===== src/rtl/minimac2_esync.sv =====
// Multi-channel toggle event synchronizer for the sys_clk domain.
// Each toggle edge becomes one pending event, drained by a valid/ack handshake.
module minimac2_esync #(
    parameter int unsigned CHANNELS = 4,
    parameter int unsigned DEPTH    = 2,
    parameter int unsigned CW       = 4
) (
    input  logic                   sys_clk,
    input  logic                   sys_rst,
    input  logic [CHANNELS-1:0]    toggle_i,
    output logic [CHANNELS-1:0]    pulse_o,
    output logic [CHANNELS-1:0]    valid_o,
    input  logic [CHANNELS-1:0]    ack_i,
    output logic [CHANNELS*CW-1:0] count_o,
    output logic [CHANNELS-1:0]    ovf_o,
    input  logic [CHANNELS-1:0]    ovf_clr_i
);

    localparam int unsigned AW = $clog2(DEPTH + 2);
    localparam logic [AW-1:0] ARM_DONE = AW'(DEPTH + 1);
    localparam logic [CW-1:0] CNT_MAX  = '1;

    // Stage-major chain: sync_q[0] is the only flop sampling toggle_i.
    logic [DEPTH-1:0][CHANNELS-1:0] sync_q;
    logic [CHANNELS-1:0]            prev_q;

    logic [AW-1:0] arm_q;
    logic [AW-1:0] arm_d;
    logic          armed_c;

    logic [CHANNELS-1:0][CW-1:0] cnt_q;
    logic [CHANNELS-1:0][CW-1:0] cnt_d;
    logic [CHANNELS-1:0]         valid_q;
    logic [CHANNELS-1:0]         valid_d;
    logic [CHANNELS-1:0]         ovf_q;
    logic [CHANNELS-1:0]         ovf_d;
    logic [CHANNELS-1:0]         inc_c;
    logic [CHANNELS-1:0]         dec_c;
    logic [CHANNELS-1:0]         sat_c;

    // Synchronizer chain and edge-history register.
    always_ff @(posedge sys_clk) begin
        if (sys_rst) begin
            sync_q <= '0;
            prev_q <= '0;
        end else begin
            sync_q <= {sync_q[DEPTH-2:0], toggle_i};
            prev_q <= sync_q[DEPTH-1];
        end
    end

    // Arming counter: state register.
    always_ff @(posedge sys_clk) begin
        if (sys_rst) begin
            arm_q <= '0;
        end else begin
            arm_q <= arm_d;
        end
    end

    // Arming counter: next state, saturating at ARM_DONE.
    always_comb begin
        arm_d = arm_q;
        if (arm_q != ARM_DONE) begin
            arm_d = arm_q + AW'(1);
        end
    end

    // Arming counter: output decode.
    always_comb begin
        armed_c = (arm_q == ARM_DONE);
    end

    // Edges seen before arming only realign prev with the input level.
    assign pulse_o = (sync_q[DEPTH-1] ^ prev_q) & {CHANNELS{armed_c}};
    assign inc_c   = pulse_o;
    assign dec_c   = ack_i & valid_q;

    // Pending counter and sticky overflow; a coincident inc/dec cancels out.
    always_comb begin
        cnt_d   = cnt_q;
        ovf_d   = ovf_q;
        sat_c   = '0;
        valid_d = '0;
        for (int i = 0; i < CHANNELS; i++) begin
            if (inc_c[i] && !dec_c[i]) begin
                if (cnt_q[i] == CNT_MAX) begin
                    sat_c[i] = 1'b1;
                end else begin
                    cnt_d[i] = cnt_q[i] + CW'(1);
                end
            end else if (dec_c[i] && !inc_c[i]) begin
                cnt_d[i] = cnt_q[i] - CW'(1);
            end
            if (sat_c[i]) begin
                ovf_d[i] = 1'b1;
            end else if (ovf_clr_i[i]) begin
                ovf_d[i] = 1'b0;
            end
            valid_d[i] = (cnt_d[i] != '0);
        end
    end

    always_ff @(posedge sys_clk) begin
        if (sys_rst) begin
            cnt_q   <= '0;
            valid_q <= '0;
            ovf_q   <= '0;
        end else begin
            cnt_q   <= cnt_d;
            valid_q <= valid_d;
            ovf_q   <= ovf_d;
        end
    end

    assign count_o = cnt_q;
    assign valid_o = valid_q;
    assign ovf_o   = ovf_q;

endmodule


===== config.mk =====
export PLATFORM = sky130hd
export DESIGN_NAME = minimac2_esync
export DESIGN_NICKNAME = d
export VERILOG_FILES = /design/src/rtl/minimac2_esync.sv
export SDC_FILE = /design/constraint.sdc
export NUM_CORES = 1
export LEC_CHECK = 0
export ABC_AREA = 1
export CELL_PAD_IN_SITES_DETAIL_PLACEMENT = 0
export CELL_PAD_IN_SITES_GLOBAL_PLACEMENT = 1
export CORE_MARGIN = 2
export CORE_UTILIZATION = 36
export DETAILED_ROUTE_END_ITERATION = 10
export PLACE_DENSITY_LB_ADDON = 0.1
export SLEW_MARGIN = 10
export SYNTH_ARGS = -nofsm -noshare
export SYNTH_HDL_FRONTEND = slang
export SYNTH_SLANG_ARGS = --single-unit

===== constraint.sdc =====
create_clock -name sys_clk -period 1.55 [get_ports sys_clk]
set_input_delay 0.31 -clock sys_clk [delete_from_list [all_inputs] [get_ports sys_clk]]
set_output_delay 0.31 -clock sys_clk [all_outputs]
set_load 0.01 [all_outputs]

==> flow_summary.yaml <==
yosys:
  ys.warnings.count: 0
  yosysTopAreaCell: "dfxtp_1"
  synth.distinct_cells: 24
  synth_top_area_share_pct: 34.4
  syn-num-nets: 356
  syn_inst: 333
  avgSynthCellArea_um2: 6.65
  synth.area.top_cells: "dfxtp_1 34%, nand2_1 15%, nor2_1 9.0%"
  synth_area_um2: 2210
  synth-seq-area-share_pct: 34.4
  synth-seq-cells: 38
die:
  core_area_um2: 5920
  die-area_um2: 6790
  io_pins: 42
  num_rows: 28
  start_util_pct: 37.4
  dieWidth_um: 82.4
  die_h_um: 82.4
global_routing:
  use_met3_pct: 3.59
  busiest_layer: "met2"
  antenna_found_initial: 0
  use_met2_pct: 26.5
  use_met1_pct: 20.1
  grt_overflow: 0
  grt_max_degree: 23
  grt_pass1_wl_um: 8370
  grt.total_usage_pct: 15.7
  grt_pass1_vias: 1977
route:
  via_per_inst: 4.53
  firstDrtPassIters: 4
  drtAntennaViolNets: 0
  drtIter0Drc: 50
  vias: 2260
  wl_per_cell_um: 10.3
  finalWirelength_um: 5150
  drc: 0
run_status:
  violations: "negative setup slack"
  outcome: "complete, but fails checks"
timing:
  skew_ns: 0.00392
  rsz0062_at_grt: "true"
  max_slew_margin_pct: 83.5
  fmax_mhz: 630
  setup_viol_count_final: 3
  min_period_ns: 1.59
  hold_viol: 0
  drv_slew: 0
  tns_ns: -0.0662
  fin_crit_sh_pct: 102
  worst_slack_ns: -0.0377
  worst_slew_pin_slew_ns: 0.246
placed_design:
  dpl.cell_count: 484
  dp_hpwl_um: 3690
  place_congestion: 0.814
  port_buffers: 41
worst_setup_path:
  arrival_ns: 1.78
  max_stage_delay_ns: 0.36
  cp.required_ns: 1.74
  critPathCaptureType: "flip-flop"
  cp_max_fo: 5
  reg2reg_setup_slack_ns: -0.04
  path_class: "flip-flop to flip-flop"
  start_kind: "flip-flop"
  slowest_stage: "dfxtp_2"
  crit_chain: "ha_4 > buf_6 > nand2_4 > nor2_4 > buf_6 > nand3_4 > or2_0 > nand2_1 > nand2_1 > nor2_1 > nor2_1"
clocking:
  cts_buffers: 5
  clkTransAtPathRegs_ns: 0.08
  cts_hold_buf: 0
  cts_tree: "done"
  clockBufferDepth: 2
  cts_sinks: 38
  cts_max_level: 2
  clkLatencyLatePin_ns: 0.29
  clk_root_buffer_cell: "clkbuf_8"
pwr:
  ir_drop_mv: 0.827
  internal_power_mw: 2.55
  pwr-share-seq_pct: 33.7
  clockPowerShare_pct: 17.8
  cellLeakagePower_nw: 1.68
  pwr-share-comb_pct: 48.5
  p_sw_share_pct: 38.5
  power_switching_mw: 1.59
  power_mw: 4.14
  pwr_density_cell_nw_per_um2: 1240
final_layout:
  drive_above_1_share_pct: 28.1
  n_antenna_cell: 0
  most-common-layout-cells: "79 x nand2_1, 51 x inv_1, 45 x nor2_1"
  mostFrequentLayoutCell: "nand2_1"
  post-route-util_pct: 56.4
  multi_input_area_um2: 1360
  nets: 446
  finalNonFillerCells: 499
  syn_to_final_growth_pct: 50.8
  num-fill-cells: 577
  register_area_um2: 786
flow_run:
  max_cap_viol_count: 0
hold_path:
  hold_path_class: "flip-flop to flip-flop"
## synth_stat cells, drive strengths merged
library cell,count
xor2,4
and2,1
nand2,93
o21ai,5
ha,9
nand3,38
a21oi,15
nand4,7
inv,52
o211ai,2
o21a,2
nor3,2
clkbuf,4
or2,1
nor2,58
dfxtp,38
buf,2
## cell type report
cell class	instances	share of cell area, %
clock buffer	6	2.47
clock inverter	2	0.375
inverter	52	5.85
multi-input combinational	237	40.6
sequential	38	23.5
tap	75	2.81
timing repair buffer	89	24.3
## stage by stage
step / hold slack [ns] / cell area [um2] / worst slack, ns
after CTS: 0.404 / 3170 / -0.0284
after global routing: 0.418 / 3340 / -0.160
final: 0.402 / 3340 / -0.0377
after detailed placement: 0.392 / 3010 / -0.162
after floorplan: 0.388 / 2210 / 0.116
after global placement: 0.390 / 3010 / -0.152
## critical path: cells and delay by family, from the launching register on
kind	cells	cell delay, ns
fa+ha+maj	1	0.15
buf+inv	2	0.25
flops	1	0.36
simple gates	8	0.71
## timing repair
action,4_1_cts,5_1_grt
pin swaps,6,18
resized for setup,52,42
cloned,0,0
buffers inserted,3,4
endpoints found under the setup margin,26,25
## metal layers
layer	wire length [um]	share of wire [%]
met1	2490	48
met2	2420	47
met3	188	3.6
met4	57	1.1
met5	0	0
## logic make-up after synthesis
logic type                 Yosys count  synth area share (%)
xor gates and xnor gates             4                  1.58
AOI/OAI and AO/OA                   24                  5.88
and+or+nand+nor                    200                  42.8
adders and majority gates            9                  5.09
DFF                                 38                  34.4
buffers and inverters               58                  10.2
## worst paths after layout
| check | start | endpoint | depth (start not counted) |
|---|---|---|---|
| worst min-delay path | sync_q[2] | sync_q[6] | 2 |
| worst max-delay path | arm_q[0] | valid_o[2] | 11 |
| worst min register to register | sync_q[2] | sync_q[6] | 2 |
| worst max register to register | arm_q[0] | valid_o[2] | 11 |
## registers in the layout (all words and copies together) (netlist names)
| signal | count |
|---|---|
| prev_q | 4 |
| valid_o | 4 |
| arm_q | 2 |
| sync_q | 8 |
| count_o | 16 |
| ovf_o | 4 |
## power by group through the flow
stage	sequential, mW	clock, mW	combinational (mW)
final	1.40	0.738	2.01
after global placement	1.39	0	1.87
after detailed placement	1.38	0	1.87
after global routing	1.44	0.797	2.26
after floorplan	1.41	0	0.985
after CTS	1.40	0.769	1.89
Power figures use the tool's default switching activity.
==> patch 1: new RTL, same flow settings <==
Change the parameter `CHANNELS` from 4 to 8.
--- a/src/rtl/minimac2_esync.sv
+++ b/src/rtl/minimac2_esync.sv
@@ -3,3 +3,3 @@
 module minimac2_esync #(
-    parameter int unsigned CHANNELS = 4,
+    parameter int unsigned CHANNELS = 8,
     parameter int unsigned DEPTH    = 2,
Interface: changed (7 resized); port bits go from 42 to 82. The function was not compared with the original's and may differ.
==> patch 1 against the original RTL <==
- the run ends with design-rule violations, negative setup slack left
- cell area grew 90%
- sequential cell count grew 36
- combinational power grew 79%
- area after synthesis grew 94%
- total power grew 100%
- synthesized cell count grew 110%
- critical path depth shrank 6
- setup slack lost 23 ps
- wire length grew 110%
- die area grew 88%
- largest cell class unchanged
==> patch 1: results (changes against the original RTL) <==
| Metric | Value |
|---|---|
| # port buffers | `81 (was 41)` |
| Reg2Reg Depth | `9 (was 11)` |
| DRC | `6 (was 0)` |
| Setup Skew | `5.781 ps (was 3.922 ps)` |
| Min-Delay Endpoint | `sync_q[8] (was sync_q[6])` |
| Final setup fails | `8 (was 3)` |
| Final WS setup | `-60.60 ps (was -37.72 ps)` |
| First-pass GRT wire length | `18.20 mm (was 8.369 mm)` |
| H-tree depth | `3 (was 2)` |
| Violated checks | `design-rule violations, negative setup slack (was negative setup slack)` |
| Nets | `877 (was 446)` |
| TritonCTS Buffers | `9 (was 5)` |
| Crit-path max FO | `6 (was 5)` |
| Largest net degree at the start of global routing | `58 (was 23)` |
| Register area share after synthesis | `0.3455 (was 0.3437)` |
| Fraction of layout instances using a drive strength above 1 | `0.2241 (was 0.2807)` |
| Reg clk slew, reported paths | `60 ps (was 80 ps)` |
| Largest register FFs | `32 (was 16)` |
| Hold Crit Start | `sync_q[0] (was sync_q[2])` |
| Iteration count of the initial detailed-routing pass | `7 (was 4)` |
| Worst VDD drop | `0.8973 mV (was 0.8268 mV)` |
| Reg2reg setup slack | `30 ps (was -40 ps)` |
| Worst path arrival time | `1300 ps (was 1780 ps)` |
| Total GRT Usage | `0.1732 (was 0.1574)` |
| WL/cell | `10.90 µm (was 10.33 µm)` |
| Most used DFF post-synth | `dfxtp_1 (unchanged)` |
| Yosys cell types | `28 (was 24)` |
| CTS root buf | `clkbuf_16 (was clkbuf_8)` |
| Status | `finished, violations left (unchanged)` |
| Routed wire length | `10.71 mm (was 5.153 mm)` |
| Placed instance count | `961 (was 484)` |
| Critical path's top delay family | `flip-flops (was simple AND/OR/NAND/NOR gates)` |
| Final HPWL DP | `7.834 mm (was 3.691 mm)` |
| Starting DRT DRC Count | `243 (was 50)` |
| Vias per cell | `4.634 (was 4.529)` |
| Slew headroom | `0.7690 (was 0.8351)` |
| Most area-consuming cells after synthesis | `dfxtp_1 (35%), nand2_1 (20%), inv_1 (10%), nand3_1 (9.1%), nor2_1 (6.0%) (was dfxtp_1 (34%), nand2_1 (15%), nor2_1 (9.0%), inv_1 (8.8%), nand3_1 (7.2%))` |
| Avg Inst Size Synth | `6.260 µm² (was 6.647 µm²)` |
| Fill count | `1155 (was 577)` |
| N_diodes | `0 (unchanged)` |
| Pre-CTS WS | `-215.8 ps (was -161.7 ps)` |
| Commonest cells in the netlist | `nand2_1 (230), inv_1 (116), nand3_1 (78), dfxtp_1 (74), nor2_1 (69) (was nand2_1 (89), nor2_1 (53), inv_1 (52), dfxtp_1 (38), nand3_1 (32))` |
| Placer Congestion | `0.8372 (was 0.8143)` |
| Hold Crit Depth | `2 (unchanged)` |
| RR Endpoint | `valid_o[2] (unchanged)` |
| Pleak | `3.394 nW (was 1.685 nW)` |
| Area delta synth->final | `47.68% (was 50.76%)` |
| Cell Area, Placed | `0.005693 mm² (was 0.003007 mm²)` |
| Post-synth net total | `728 (was 356)` |
| Number of global-route vias before repair | `4191 (was 1977)` |
| Clock Latency Late Sink | `340 ps (was 290 ps)` |
| Post-synth EDFFs | `0 (unchanged)` |
## patch 1: repair_timing
action,in CTS,in global routing
hold endpoints to repair,0,0
gates resized for setup,120,64
endpoints found under the setup margin,70,48
buffers inserted,3,2
cloned,0,0
pin swaps,11,14
## patch 1: kinds of logic after synthesis
group	after synthesis	synth area share
buffers and inverters	128	0.1185
adder cells (fa/ha/maj)	17	0.04961
XOR/XNOR	4	0.008170
flip-flops	74	0.3455
AND/OR/NAND/NOR	404	0.4056
AO/OA/AOI/OAI	58	0.07266
## patch 1: metrics by stage
step / setup TNS (ps) / hold slack, ps
global placement: -2591 / 390.9
floorplan: 0 / 388.3
global route: -1449 / 416.7
finish: -259.4 / 399.4
detailed placement: -3420 / 393.2
CTS: -549.9 / 401.2
## patch 1: worst min-delay path: stages (launching register included)
cell	delay, ps
dfxtp_1	290
inv_1	40
nor2_1	30
## patch 1: power breakdown
| part | switching (mW) | internal, mW |
|---|---|---|
| logic | 1.91 | 1.68 |
| clock network | 0.805 | 1.32 |
| registers | 0.420 | 2.31 |
## patch 1: worst max path at each step
stage             start         end  cells past startpoint
2_1_floorplan  arm_q[0]  valid_o[4]                     10
3_3_place_gp   arm_q[0]  pulse_o[3]                      5
3_5_place_dp   arm_q[1]  pulse_o[3]                      5
4_1_cts        arm_q[1]  pulse_o[4]                      5
5_1_grt        arm_q[0]  pulse_o[7]                      5
6_report       arm_q[0]  pulse_o[7]                      5
## patch 1: final cells by class
type,instances,share of cell area
Clock buffer,11,0.03991
Clock inverter,5,0.008299
Inverter,116,0.06876
Multi-Input combinational cell,483,0.4025
Sequential cell,74,0.2389
Tap cell,143,0.02826
Timing Repair Buffer,150,0.2134
## patch 1: routing by layer
metal,GRT usage,routed length [µm]
met1,0.2082,4825
met2,0.2958,5150
met3,0.05410,581
met4,0.05366,148
met5,0,0
==> patch 2: new RTL, same settings <==
Without the edit above. Register the output `ovf_o` once more, with the module's reset; this adds one clock of latency there. The other outputs are not delayed to match.
--- a/src/rtl/minimac2_esync.sv
+++ b/src/rtl/minimac2_esync.sv
@@ -117,3 +117,9 @@
     assign valid_o = valid_q;
-    assign ovf_o   = ovf_q;
+    always_ff @(posedge sys_clk) begin
+        if (sys_rst) begin
+            ovf_o <= '0;
+        end else begin
+            ovf_o <= ovf_q;
+        end
+    end
 
Formal check against the unedited RTL: same outputs for any inputs over 10 cycles, from zero or initial values and one cycle with sys_rst high; that may be too few to reach the edited logic, so the function may still have changed.
==> patch 2 against the original RTL <==
- sequential power increased by 8%
- largest power group unchanged
- wire length decreased by 0.17%
- critical path type is now register to primary output
- sequential cell count increased by 4
- via count decreased by 3.8%
- global-route usage decreased by 0.18 points
- setup slack improved by 43 ps
- largest cell class unchanged
- clock skew about the same
- count of clock-buffer cells in the layout increased by 1
- non-clock buffer count decreased by 20
- area after synthesis increased by 4.5%
- total power decreased by 3.4%
- core utilization decreased by 5.4 points
- cell area decreased by 4.0%
==> patch 2: results (changes against the original RTL) <==
| Metric | Value |
|---|---|
| Worst path arrival time | `1230 ps (was 1780 ps)` |
| Worst VDD drop | `0.7737 mV (was 0.8268 mV)` |
| Fraction of layout instances using a drive strength above 1 | `0.2162 (was 0.2807)` |
| Synth warn | `0 (unchanged)` |
| N_diodes | `0 (unchanged)` |
| Most area-consuming cells after synthesis | `dfxtp_1 (36%), nand2_1 (16%), inv_1 (8.9%), nand3_1 (7.4%), nor2_1 (5.2%) (was dfxtp_1 (34%), nand2_1 (15%), nor2_1 (9.0%), inv_1 (8.8%), nand3_1 (7.2%))` |
| Vias per cell | `4.492 (was 4.529)` |
| Critical Path Slowest Stage Cell | `dfxtp_2 (unchanged)` |
| Number of global-route vias before repair | `2046 (was 1977)` |
| Starting DRT DRC Count | `49 (was 50)` |
| Commonest cells in the netlist | `nand2_1 (101), inv_1 (55), dfxtp_1 (42), nand3_1 (34), nor2_1 (32) (was nand2_1 (89), nor2_1 (53), inv_1 (52), dfxtp_1 (38), nand3_1 (32))` |
| # port buffers | `41 (unchanged)` |
| Async S/R FF share, synth | `0 (unchanged)` |
| Switching Share | `0.3786 (was 0.3848)` |
| Total GRT Usage | `0.1556 (was 0.1574)` |
| Placed instance count | `475 (was 484)` |
| Post-synth net total | `362 (was 356)` |
| Cell Area, Placed | `0.002970 mm² (was 0.003007 mm²)` |
| Via count | `2174 (was 2260)` |
| Nets | `430 (was 446)` |
| Register area share after synthesis | `0.3636 (was 0.3437)` |
| Reg2reg setup slack | `5 ps (was -40 ps)` |
| Yosys cell types | `33 (was 24)` |
| Pleak | `1.750 nW (was 1.685 nW)` |
| Synth Instances | `339 (was 333)` |
| First-pass GRT wire length | `8.949 mm (was 8.369 mm)` |
| Reg clk slew, reported paths | `80 ps (about the same)` |
| Status | `finished, final reports clean (was finished, violations left)` |
| Slew headroom | `0.7833 (was 0.8351)` |
| Critical path's top delay family | `flip-flops (was simple AND/OR/NAND/NOR gates)` |
| Crit-path max FO | `5 (unchanged)` |
| Placer Congestion | `0.7977 (was 0.8143)` |
| Dominant cell by count in the synthesized netlist | `nand2_1 (unchanged)` |
| Iteration count of the initial detailed-routing pass | `4 (unchanged)` |
| Clock Latency Late Sink | `290 ps (about the same)` |
| Setup Skew | `3.758 ps (was 3.922 ps)` |
| Largest net degree at the start of global routing | `30 (was 23)` |
| WL/cell | `10.63 µm (was 10.33 µm)` |
| Final HPWL DP | `3.702 mm (was 3.691 mm)` |
## patch 2: changes by cell type after synthesis, sizes merged, moves of 3 or more
cell,change
nor2,-18
nand4,-5
buf,+5
inv,+4
o21ai,+3
clkbuf,-3
dfxtp,+4
a21oi,-7
nand2,+14
## patch 2: metal layers
metal  part of all wire  vias up  GRT usage
li1                   -     1175          -
met1               0.47      961     0.1983
met2               0.48       36     0.2561
met3              0.038        2    0.03736
met4             0.0086        0    0.05718
met5                  0        -          0
## patch 2: worst reg2reg max path: stages, from the launching register on
cell     delay [ps]
dfxtp_2         360
ha_4            150
buf_6           120
nand2_4          50
nor2_4          130
buf_6           140
nand2_4          60
nand2_1          70
nand2_1          60
a21oi_2         150
nand2_1          60
nand2_1          50
nand2_1          40
## patch 2: repair_timing
item | in CTS | in global routing
gates resized for setup | 46 | 31
endpoints found under the setup margin | 22 | 25
buffers inserted | 0 | 2
pin swaps | 2 | 8
## patch 2: kinds of logic (layout without fill, tap and decap cells)
logic type                 after synthesis  count (layout)  synth area share
muxes                                    1               1          0.004329
AOI/OAI and AO/OA                       25              25           0.06602
adders and majority gates                9               9           0.04870
xor gates and xnor gates                 7               7           0.02652
DFF                                     42              42            0.3636
and+or+nand+nor                        190             190            0.3793
buffers and inverters                   65             133            0.1115
## patch 2: through the flow
stage | hold slack, ps | util | power (mW) | setup WS, ps | setup TNS, ps
after CTS | 407.7 | 0.4913 | 4.017 | 1.569 | 0
after floorplan | 388.3 | - | 2.566 | 188.1 | 0
final | 404.4 | 0.5101 | 4.006 | 5.138 | 0
after global placement | 390.4 | 0.4732 | 3.295 | -119.4 | -713.3
after detailed placement | 395.4 | 0.4732 | 3.297 | -130.2 | -776.0
after global routing | 420.8 | 0.5101 | 4.413 | -107.2 | -319.8
## patch 2: layout make-up
type	instances	area (µm²)
multi-input cells	232	1294
flip-flops and latches	42	860.8
clock buffers	7	76.32
well taps	77	96.34
inverters	57	214.0
repair buffers	69	660.6
fillers	650	3075
## patch 2: path summary, 6_finish.rpt
path         startpoint    endpoint  cells after the start
min reg2reg   sync_q[1]   sync_q[5]                      2
max reg2reg    arm_q[0]  valid_o[2]                     12
min           sync_q[1]   sync_q[5]                      2
max            arm_q[0]  pulse_o[0]                      5
## patch 2: power by group through the flow
stage | clock [mW] | sequential [mW] | combinational, mW
after floorplan | 0 | 1.52 | 1.04
after global placement | 0 | 1.51 | 1.79
after detailed placement | 0 | 1.51 | 1.79
after CTS | 0.701 | 1.52 | 1.80
after global routing | 0.751 | 1.55 | 2.11
final | 0.663 | 1.51 | 1.83
